File: src/rtl/traffic_pkg.sv
// Shared definitions for the intersection sequencers: phase encodings,
// approach direction and default timing (in 1-second ticks).
package traffic_pkg;

    typedef enum logic [2:0] {
        NS_G = 3'd0,
        NS_Y = 3'd1,
        AR   = 3'd2,
        EW_G = 3'd3,
        EW_Y = 3'd4,
        WALK = 3'd5
    } phase_e;

    typedef enum logic {
        DIR_NS = 1'b0,
        DIR_EW = 1'b1
    } dir_e;

    localparam int GREEN_MIN_DEF = 5;
    localparam int GREEN_MAX_DEF = 15;
    localparam int YELLOW_T_DEF  = 3;
    localparam int ALLRED_T_DEF  = 1;
    localparam int WALK_T_DEF    = 4;

endpackage

File: src/rtl/phase_timer.sv
// Per-phase tick counter: cleared on phase change, saturating at MAX,
// with a single "this tick completes T ticks" compare.
module phase_timer #(
    parameter int MAX = 15,
    parameter int W   = $clog2(MAX + 1)
) (
    input  logic         clk,
    input  logic         reset,
    input  logic         tick,
    input  logic         clr,
    input  logic [W-1:0] thresh,
    output logic         elapsed
);

    localparam logic [W:0] ONE = 1;

    logic [W-1:0] r_tmr;

    always_ff @(posedge clk) begin
        if (reset) begin
            r_tmr <= '0;
        end else if (clr) begin
            r_tmr <= '0;
        end else if (tick && (r_tmr != W'(MAX))) begin
            r_tmr <= r_tmr + 1'b1;
        end
    end

    // One bit wider so tmr+1 cannot wrap when saturated.
    assign elapsed = tick && (({1'b0, r_tmr} + ONE) >= {1'b0, thresh});

endmodule

File: src/rtl/traffic_sched.sv
// Demand-driven intersection scheduler: adaptive greens, latched pedestrian
// phase and emergency preemption, advanced only on the 1-second tick.
module traffic_sched
    import traffic_pkg::*;
#(
    parameter int GREEN_MIN = GREEN_MIN_DEF,
    parameter int GREEN_MAX = GREEN_MAX_DEF,
    parameter int YELLOW_T  = YELLOW_T_DEF,
    parameter int ALLRED_T  = ALLRED_T_DEF,
    parameter int WALK_T    = WALK_T_DEF
) (
    input  logic       clk,
    input  logic       reset,
    input  logic       tick,
    input  logic       ns_req,
    input  logic       ew_req,
    input  logic       ped_req,
    input  logic       emerg_ns,
    input  logic       emerg_ew,
    output logic       ns_green,
    output logic       ns_yellow,
    output logic       ns_red,
    output logic       ew_green,
    output logic       ew_yellow,
    output logic       ew_red,
    output logic       walk,
    output logic [2:0] phase
);

    localparam int TW = $clog2(GREEN_MAX + 1);

    phase_e          r_state;
    phase_e          w_state_next;
    dir_e            r_next_dir;
    logic            r_ped_pend;
    logic [TW-1:0]   w_thresh;
    logic            w_elapsed;
    logic            w_clr;

    assign w_clr = (w_state_next != r_state);

    phase_timer #(
        .MAX (GREEN_MAX),
        .W   (TW)
    ) u_timer (
        .clk     (clk),
        .reset   (reset),
        .tick    (tick),
        .clr     (w_clr),
        .thresh  (w_thresh),
        .elapsed (w_elapsed)
    );

    // Green uses GREEN_MAX while its own side still requests, else GREEN_MIN;
    // the early exit then only needs one compare.
    always_comb begin
        w_state_next = r_state;
        w_thresh     = TW'(GREEN_MIN);
        case (r_state)
            NS_G: begin
                w_thresh = ns_req ? TW'(GREEN_MAX) : TW'(GREEN_MIN);
                if (tick && ((emerg_ew && !emerg_ns) ||
                             (!emerg_ns && (ew_req || r_ped_pend) && w_elapsed)))
                    w_state_next = NS_Y;
            end
            EW_G: begin
                w_thresh = ew_req ? TW'(GREEN_MAX) : TW'(GREEN_MIN);
                if (tick && (emerg_ns ||
                             (!emerg_ew && (ns_req || r_ped_pend) && w_elapsed)))
                    w_state_next = EW_Y;
            end
            NS_Y: begin
                w_thresh = TW'(YELLOW_T);
                if (w_elapsed) w_state_next = AR;
            end
            EW_Y: begin
                w_thresh = TW'(YELLOW_T);
                if (w_elapsed) w_state_next = AR;
            end
            AR: begin
                w_thresh = TW'(ALLRED_T);
                if (w_elapsed) begin
                    if (emerg_ns)                  w_state_next = NS_G;
                    else if (emerg_ew)             w_state_next = EW_G;
                    else if (r_ped_pend)           w_state_next = WALK;
                    else if (r_next_dir == DIR_NS) w_state_next = NS_G;
                    else                           w_state_next = EW_G;
                end
            end
            WALK: begin
                w_thresh = TW'(WALK_T);
                if (tick && (emerg_ns || emerg_ew))
                    w_state_next = AR;
                else if (w_elapsed)
                    w_state_next = (r_next_dir == DIR_NS) ? NS_G : EW_G;
            end
            default: w_state_next = NS_G;
        endcase
    end

    always_ff @(posedge clk) begin
        if (reset) begin
            r_state    <= NS_G;
            r_next_dir <= DIR_EW;
            r_ped_pend <= 1'b0;
        end else begin
            r_state <= w_state_next;
            if (r_state == NS_Y && w_state_next != NS_Y) r_next_dir <= DIR_EW;
            if (r_state == EW_Y && w_state_next != EW_Y) r_next_dir <= DIR_NS;
            // Presses during the walk (or on its entry cycle) are already served.
            if (w_state_next == WALK && r_state != WALK)
                r_ped_pend <= 1'b0;
            else if (ped_req && r_state != WALK)
                r_ped_pend <= 1'b1;
        end
    end

    always_comb begin
        ns_green  = 1'b0;
        ns_yellow = 1'b0;
        ns_red    = 1'b0;
        ew_green  = 1'b0;
        ew_yellow = 1'b0;
        ew_red    = 1'b0;
        walk      = 1'b0;
        case (r_state)
            NS_G:    begin ns_green  = 1'b1; ew_red = 1'b1; end
            NS_Y:    begin ns_yellow = 1'b1; ew_red = 1'b1; end
            EW_G:    begin ew_green  = 1'b1; ns_red = 1'b1; end
            EW_Y:    begin ew_yellow = 1'b1; ns_red = 1'b1; end
            WALK:    begin ns_red = 1'b1; ew_red = 1'b1; walk = 1'b1; end
            default: begin ns_red = 1'b1; ew_red = 1'b1; end
        endcase
    end

    assign phase = r_state;

endmodule

File: config.mk
export PLATFORM = sky130hd
export DESIGN_NAME = traffic_sched
export DESIGN_NICKNAME = d
export VERILOG_FILES = /design/src/rtl/traffic_pkg.sv /design/src/rtl/phase_timer.sv /design/src/rtl/traffic_sched.sv
export SDC_FILE = /design/constraint.sdc
export NUM_CORES = 1
export LEC_CHECK = 0
export CORE_UTILIZATION = 55
export CTS_CLUSTER_SIZE = 30
export DETAILED_ROUTE_END_ITERATION = 8
export GPL_ROUTABILITY_DRIVEN = 0
export PLACE_DENSITY = 0.87
export SETUP_SLACK_MARGIN = 0.2
export SLEW_MARGIN = 20
export SYNTH_ARGS = -nofsm -noshare
export SYNTH_HDL_FRONTEND = slang
export SYNTH_SLANG_ARGS = --single-unit
File: constraint.sdc
create_clock -name clk -period 8 [get_ports clk]
set_clock_uncertainty 0.2 [all_clocks]
set_input_delay 1.2 -clock clk [delete_from_list [all_inputs] [get_ports clk]]
set_output_delay 1.2 -clock clk [all_outputs]
set_load 0.02 [all_outputs]
==> run summary, run 1 <==
Of the available clock period, the critical path in the final layout requires 45.9%. The number of enable flip-flop cells after synthesis is 0. The worst path arrival time came out at approximately 2.3 ns. The number of global-route vias before repair came to 987. The distinct cell type count after synthesis is 53. Timing analysis after detailed placement gives a worst setup slack of around 4.3 ns. The static power due to leakage came out at just under 0.5 nW. The detailed placer's ending HPWL is between 2000 and 2500 µm.

Post-CTS timing repair inserted 0 buffers for setup. In the synthesized netlist the dominant register cell turns out to be dfxtp_1. The number of setup violations in the final report is 0. The startpoint class of the critical path is a register. Pin placement for this block handled 18 I/O pins. After synthesis, the most frequently instantiated cells are 18 x nor2_1, 9 x dfxtp_1, 7 x nand2_1.

The global-route usage over all layers came out at about a third. The floorplan step defined a core boundary enclosing between 1500 and 2000 µm². The initial antenna violation count was 0.

The remaining routing DRC violations came out at 0. The average instance in the mapped netlist occupies 8.43 µm². For this design, the sink count on the clock tree is 9. Hold timing on the final database bottoms out at a slack of 0.411 ns. The non-filler instance count after layout is 165. The deepest clock path buffer count came out at 2. The synthesized design devotes to its leading area cell type approximately 17% of total area. In the routed layout, each cell is associated on average with a via count of 6.32.

The die height is 45.6 µm. dfxtp_1 takes more of the synthesized area than any other cell. The total of cells resized after clock tree synthesis came out at 0. The count of final max-slew check failures is 0. The area enclosed by the die boundary is slightly above 2000 µm². Yosys instantiated no cell more often than nor2_1. The yosys synthesis warning count came out at 0. The biggest fanout along the worst timing path is 15.

Setup repair after global routing left no endpoint under its margin. The final sum of negative setup slack is 0 ns. The number of H-tree levels is 1. The shortest clock period the worst path allows after layout is approximately 3.7 ns. The final standard cell area without fillers is 1230 µm². The number of DRC markers after the initial detailed-route iteration is slightly above 50.

The setup path with the least slack is of type reg2out. The global-route wire length before repair came out at ~4600 µm. The count of inserted antenna diode cells is 0. The cell sitting at the root of the clock tree is a clkbuf_4.

The reported max-cap violation count is 0. The floorplan die width is roughly 46 µm. The number of nets produced by synthesis is approximately 140. Based on the critical path, the design can be clocked at up to about 270 MHz.

In the synthesized netlist, the number of instances is 124. The number of port buffers is 17. The final layout contains 154 nets. The flow ran to the end, and the final reports show no timing, DRC or antenna violations. Counting flops with an async set or reset pin after synthesis yields a share of 0%. TritonCTS built the clock tree. Summed over all layers, the routed wires come to ~2700 µm.

The number of buffers inserted for hold repair after clock tree synthesis came out at 0. The clock-pin slew reported for the worst setup and hold paths after clock tree synthesis came out at roughly 0.060 ns. The fraction of layout instances using a drive strength above 1 came out at around 17%.

For this run, the detailed router's first-pass iteration total came to 4. The via count of the routed design is roughly 1000. The number of synthesized register bits came out at 9. After synthesis, the cell types taking the most area are dfxtp_1 17%, nor2_1 6.5%, ha_1 6.0%. Measured on the finished design, the core utilization comes to approximately 70%. After detailed placement, the design holds a cell count of approximately 160. For this configuration, the core starts out at a cell density of 59.9%. For this design the ratio of total power to cell area is about 250 nW/µm². The detailed-route wire length per cell came out at around 16 µm. IR analysis of the VDD net gives a maximum drop of roughly 170 µV. Clock latency on the worst-skew pair, taken at its later pin, is approximately 0.26 ns.

The post-synthesis to final-layout area growth is 17.6%. Global routing finished with a remaining overflow of 0. The required time reported for the critical path endpoint is 6.60 ns. The register area share after synthesis came out at between 10% and 20%. Measured against its own limit, the worst slew margin works out to around 61%. The total power is 0.308 mW. The count of antenna-violating nets left after detailed routing came out at 0. The number of hold-slack violations in the final timing report is 0. Clock tree synthesis inserted a total of 3 buffers. The cell area after synthesis is roughly 1000 µm². The floorplan row count came out at 15. In this run the worst hold path is classified as reg2reg. The instance area at placement came out at approximately 1200 µm².

Entering global routing, the biggest net connects 16 pins. Once routing completed, OpenROAD measured the worst setup slack at around 4.3 ns. STA classifies the critical path endpoint as an output pin.

The actual transition at the worst max-transition pin came out at approximately 0.59 ns.
==> registers in the layout (all words and copies together) (netlist names) <==
register	cells
phase	3
r_next_dir	1
r_ped_pend	1
u_timer.r_tmr	4
==> final timing paths <==
check	depth (start not counted)	end	start	slack [ns]
min reg2reg	2	u_timer.r_tmr[1]	u_timer.r_tmr[1]	0.41
max reg2reg	12	u_timer.r_tmr[0]	phase[0]	4.59
min	2	u_timer.r_tmr[1]	u_timer.r_tmr[1]	0.41
max	4	ew_green	phase[0]	4.33
==> area by class of cell <==
| cell class | count | area, µm² |
|---|---|---|
| Clock buffer | 4 | 26.3 |
| Fill cell | 143 | 517 |
| Inverter | 6 | 22.5 |
| Multi-Input combinational cell | 104 | 798 |
| Sequential cell | 9 | 180 |
| Tap cell | 25 | 31.3 |
| Timing Repair Buffer | 17 | 170 |
==> cells by family after synthesis <==
| group | count (synthesis) | synth area share, % |
|---|---|---|
| flip-flops | 9 | 17.2 |
| multiplexers | 4 | 3.95 |
| XOR/XNOR | 5 | 4.19 |
| buffers and inverters | 11 | 6.35 |
| adder cells (fa/ha/maj) | 5 | 5.99 |
| AO/OA/AOI/OAI | 34 | 30.1 |
| AND/OR/NAND/NOR | 56 | 32.2 |
==> power breakdown <==
| group | internal, mW | total, mW | switching, mW |
|---|---|---|---|
| logic | 0.0899 | 0.200 | 0.110 |
| registers | 0.0520 | 0.0732 | 0.0212 |
| clock network | 0.0192 | 0.0345 | 0.0153 |
| total | 0.161 | 0.308 | 0.147 |
==> placed cells by master (no fill, tap or decap), drive strengths merged, types with 3 or more instances in the layout <==
cell type	netlist	final
o21a	3	3
clkdlybuf4s50	0	17
dfxtp	9	9
nor2b	4	4
mux2i	3	3
xnor2	3	3
clkbuf	0	4
nor2	19	19
nand2b	4	4
or2	3	3
a21oi	5	5
a21o	3	3
o21ai	5	5
ha	5	5
nor4	7	7
nand2	7	7
nor3	4	4
and3	3	3
inv	6	6
==> layer usage <==
layer	track usage, %	vias up	routed length (µm)	share of wire, %
met3	3.57	11	162	6.1
met4	22.4	0	95	3.6
li1	-	492	-	-
met5	0	-	0	0
met1	41.1	483	1170	44
met2	48.6	56	1240	46
==> worst max-delay path, cell delays in order (launching register included) <==
cell and delay [ns]:
dfxtp_1 0.69, inv_1 0.28, or2_4 0.33, inv_2 0.10, clkdlybuf4s50_1 0.60
Note: power is estimated with default switching activity, not from simulation.
==> inputs of run 2 (changes only) <==
- CORE_UTILIZATION: 55 -> 52
- PLACE_DENSITY: 0.87 -> 0.83
- clock period: 8 -> 3.7 ns (I/O delays scaled with it)
==> run 2 against run 1 <==
Sequential power is 82% higher. Via count decreased by 1.2%. Power increased by 120%.
==> run summary, run 2 (synthesized netlist as in run 1, its figures left out) <==
Run status: completed (unchanged). The relative slew slack is 66.7% (was 60.8%). The buffers inserted during post-CTS setup optimization came to 0 (unchanged). The clock-pin slew reported for the worst setup and hold paths after clock tree synthesis is 0.06 ns (about the same).

The most common library cell in the layout ignoring fill and taps is nor2_1 (unchanged). The non-filler instance count after layout came to 166 (was 165). The post-detailed-route via-to-cell ratio is 6.20 (was 6.32). The worst setup path startpoint is phase[2] (was phase[0]).

The number of H-tree levels came out at 1 (unchanged). The static power due to leakage is 0.495 nW (was 0.490 nW). The number of setup violations in the final report is 0 (unchanged). The number of global-route vias before repair is 990 (was 987).

The starting density of the core is 58.0% (was 59.9%). The post-synthesis to final-layout area growth came out at 18.3% (was 17.6%). The via count of the routed design was 1029 (was 1042).

The global-route usage over all layers came out at 29.0% (was 31.8%). The largest delay contributor family on the critical path is compound AO/OA/AOI/OAI gates (was buffers and inverters). The path length in cells of the critical path is 11 (was 4). The number of port buffers came to 17 (unchanged). The number of sinks on the clock net is 9 (unchanged).

The total power per unit cell area came to 547 nW/µm² (was 250 nW/µm²). The count of placed standard cells including taps is 162 (was 161). The count of boundary I/O pins came out at 18 (unchanged). The clock insertion delay at the later pin of the skew report came out at 0.27 ns (was 0.26 ns). The final cycle utilization of the critical path is between 80% and 90%.

The startpoint class of the critical path was a register (unchanged). The biggest fanout along the worst timing path is 11 (was 15). The detailed-route wire length per cell is 16.1 µm (was 16.2 µm). The post-placement worst setup slack came out at 0.586 ns (was 4.28 ns). Static timing analysis puts the maximum clock frequency at ~320 MHz. The detailed placer's ending HPWL came to 2050 µm (was 2100 µm). The tightest hold margin is 0.397 ns (was 0.411 ns).

The number of nets in the layout is 155 (was 154). The number of buffer and inverter stages on the critical path came to 1 (was 3). The type of the most critical hold path was reg2reg (unchanged). The number of hold-slack violations in the final timing report came to 0 (unchanged). Commonest non-fill, non-tap cells in the layout: 18 x nor2_1, 17 x clkdlybuf4s50_1, 9 x dfxtp_1, 7 x nand2_1 (unchanged). The floorplan die width came out at 46.8 µm (was 45.6 µm). The filler cell count is 141 (was 143). The number of buffers created by CTS is 3 (unchanged). The cell count of the worst reg-to-reg path is 11 (was 12). The final sum of negative setup slack came out at 0 ns (unchanged).

The flip-flop count of the largest register, all copies and words added is 4 (unchanged). The maximum number of pins on one net before global-route repair came out at 15 (was 16). The shortest clock period the worst path allows after layout is 3.15 ns. The count of inserted antenna diode cells came out at 0 (unchanged). The total of cells resized after clock tree synthesis came to 0 (unchanged).

The area used by sequential logic in the layout is 180 µm² (unchanged). The start of the worst register-to-register path is phase[2] (was phase[0]). The fraction of layout instances using a drive strength above 1 is 17.7% (was 17.1%). The count of final max-slew check failures is 0 (unchanged). The remaining routing DRC violations is 0 (unchanged).

The count of antenna-violating nets left after detailed routing came out at 0 (unchanged). RSZ-0062 raised after global routing: no (unchanged). The post-layout worst setup margin came out at 0.545 ns (was 4.33 ns). The floorplan row count is 15 (unchanged). The number of DRC markers after the initial detailed-route iteration is 45 (was 51).

The area enclosed by the die boundary came out at 2190 µm² (was 2080 µm²). The cell with the largest stage delay on the worst path is dfxtp_1 (unchanged). The reported max-cap violation count is 0 (unchanged). The die height came out at 46.8 µm (was 45.6 µm). The global-route wire length before repair is 4420 µm (was 4600 µm). The actual transition at the worst max-transition pin was 0.499 ns (was 0.587 ns).

The capturing point of the worst reg2reg path is r_next_dir (was u_timer.r_tmr[0]). The number of buffers inserted for hold repair after clock tree synthesis is 0 (unchanged). The post-detailed-routing wire length is 2670 µm (about the same).

The initial antenna violation count was 0 (unchanged). The number of search-and-repair iterations in the first detailed-routing pass is 5 (was 4). The top register by number of flip-flops is u_timer.r_tmr (unchanged). The flop-to-flop setup slack is 0.55 ns (was 4.59 ns). The worst ir drop on vdd was 393 µV (was 175 µV).

The total power came out at 0.676 mW (was 0.308 mW). The global-route congestion overflow total is 0 (unchanged). The core area is 1800 µm² (was 1750 µm²). The library cell used as clock root buffer is clkbuf_4 (unchanged). The endpoint of the worst setup timing path is r_next_dir (was ew_green).

The category of the worst setup path capture point is a register (was output pin). Critical-path cell list: nand2b_4 -> or2_4 -> inv_2 -> a22oi_1 -> nor2b_1 -> ha_1 -> a31oi_4 -> o21ai_2 -> and2_1 -> a211oi_1 -> a41oi_1 (was inv_1 -> or2_4 -> inv_2 -> clkdlybuf4s50_1). The required time reported for the critical path endpoint came out at 3.62 ns (was 6.60 ns).

The delay contributed by the slowest stage of the critical path is 0.61 ns (was 0.69 ns). The deepest clock path buffer count was 2 (unchanged). The worst path arrival time is 3.08 ns (was 2.27 ns).

The multi-input combinational cell area came to 798 µm² (unchanged). The TritonCTS clock tree is done (unchanged). The category of the most critical setup path is reg2reg (was reg2out).
run 2: cell count changes in the layout (fill, tap and decap cells not counted):
cell and delta:
buf_4 +1
run 2: worst min-delay path by stage:
stage / start / to / slack, ns / cells after the start
floorplan: r_ped_pend / r_ped_pend / 0.33 / 2
global placement: r_ped_pend / r_ped_pend / 0.37 / 2
detailed placement: r_ped_pend / r_ped_pend / 0.37 / 2
CTS: r_ped_pend / r_ped_pend / 0.39 / 2
global route: r_ped_pend / r_ped_pend / 0.45 / 2
finish: r_ped_pend / r_ped_pend / 0.40 / 2
run 2: worst register-to-register path: stages (launching register included):
cell and delay (ns):
dfxtp_1 0.61, nand2b_4 0.25, or2_4 0.15, inv_2 0.06, a22oi_1 0.19, nor2b_1 0.18
ha_1 0.27, a31oi_4 0.27, o21ai_2 0.16, and2_1 0.19, a211oi_1 0.31, a41oi_1 0.18
run 2: layout make-up:
type,instances,share of cell area [%]
multi-input combinational,104,64.6
timing repair buffer,18,14.4
sequential,9,14.6
tap,25,2.53
clock buffer,4,2.13
inverter,6,1.82
run 2: through the flow:
stage | util [%] | cell area [µm²]
2_1_floorplan | - | 1040
3_3_place_gp | 67.2 | 1210
3_5_place_dp | 67.2 | 1210
4_1_cts | 68.6 | 1240
5_1_grt | 68.6 | 1240
6_report | 68.6 | 1240
run 2: where the power goes:
part           leakage [nW]  switching (mW)  internal [mW]  total (mW)
clock network        0.0150          0.0367         0.0417      0.0784
registers            0.0734          0.0207          0.112       0.133
logic                 0.407           0.263          0.202       0.464
total                 0.495           0.320          0.356       0.676
run 2: routing by layer:
| layer | track usage [%] | vias to the layer above | wire length, µm |
|---|---|---|---|
| li1 | - | 493 | - |
| met1 | 37.6 | 476 | 1120 |
| met2 | 44.4 | 48 | 1240 |
| met3 | 6.54 | 12 | 241 |
| met4 | 16.0 | 0 | 68 |
| met5 | 0 | - | 0 |
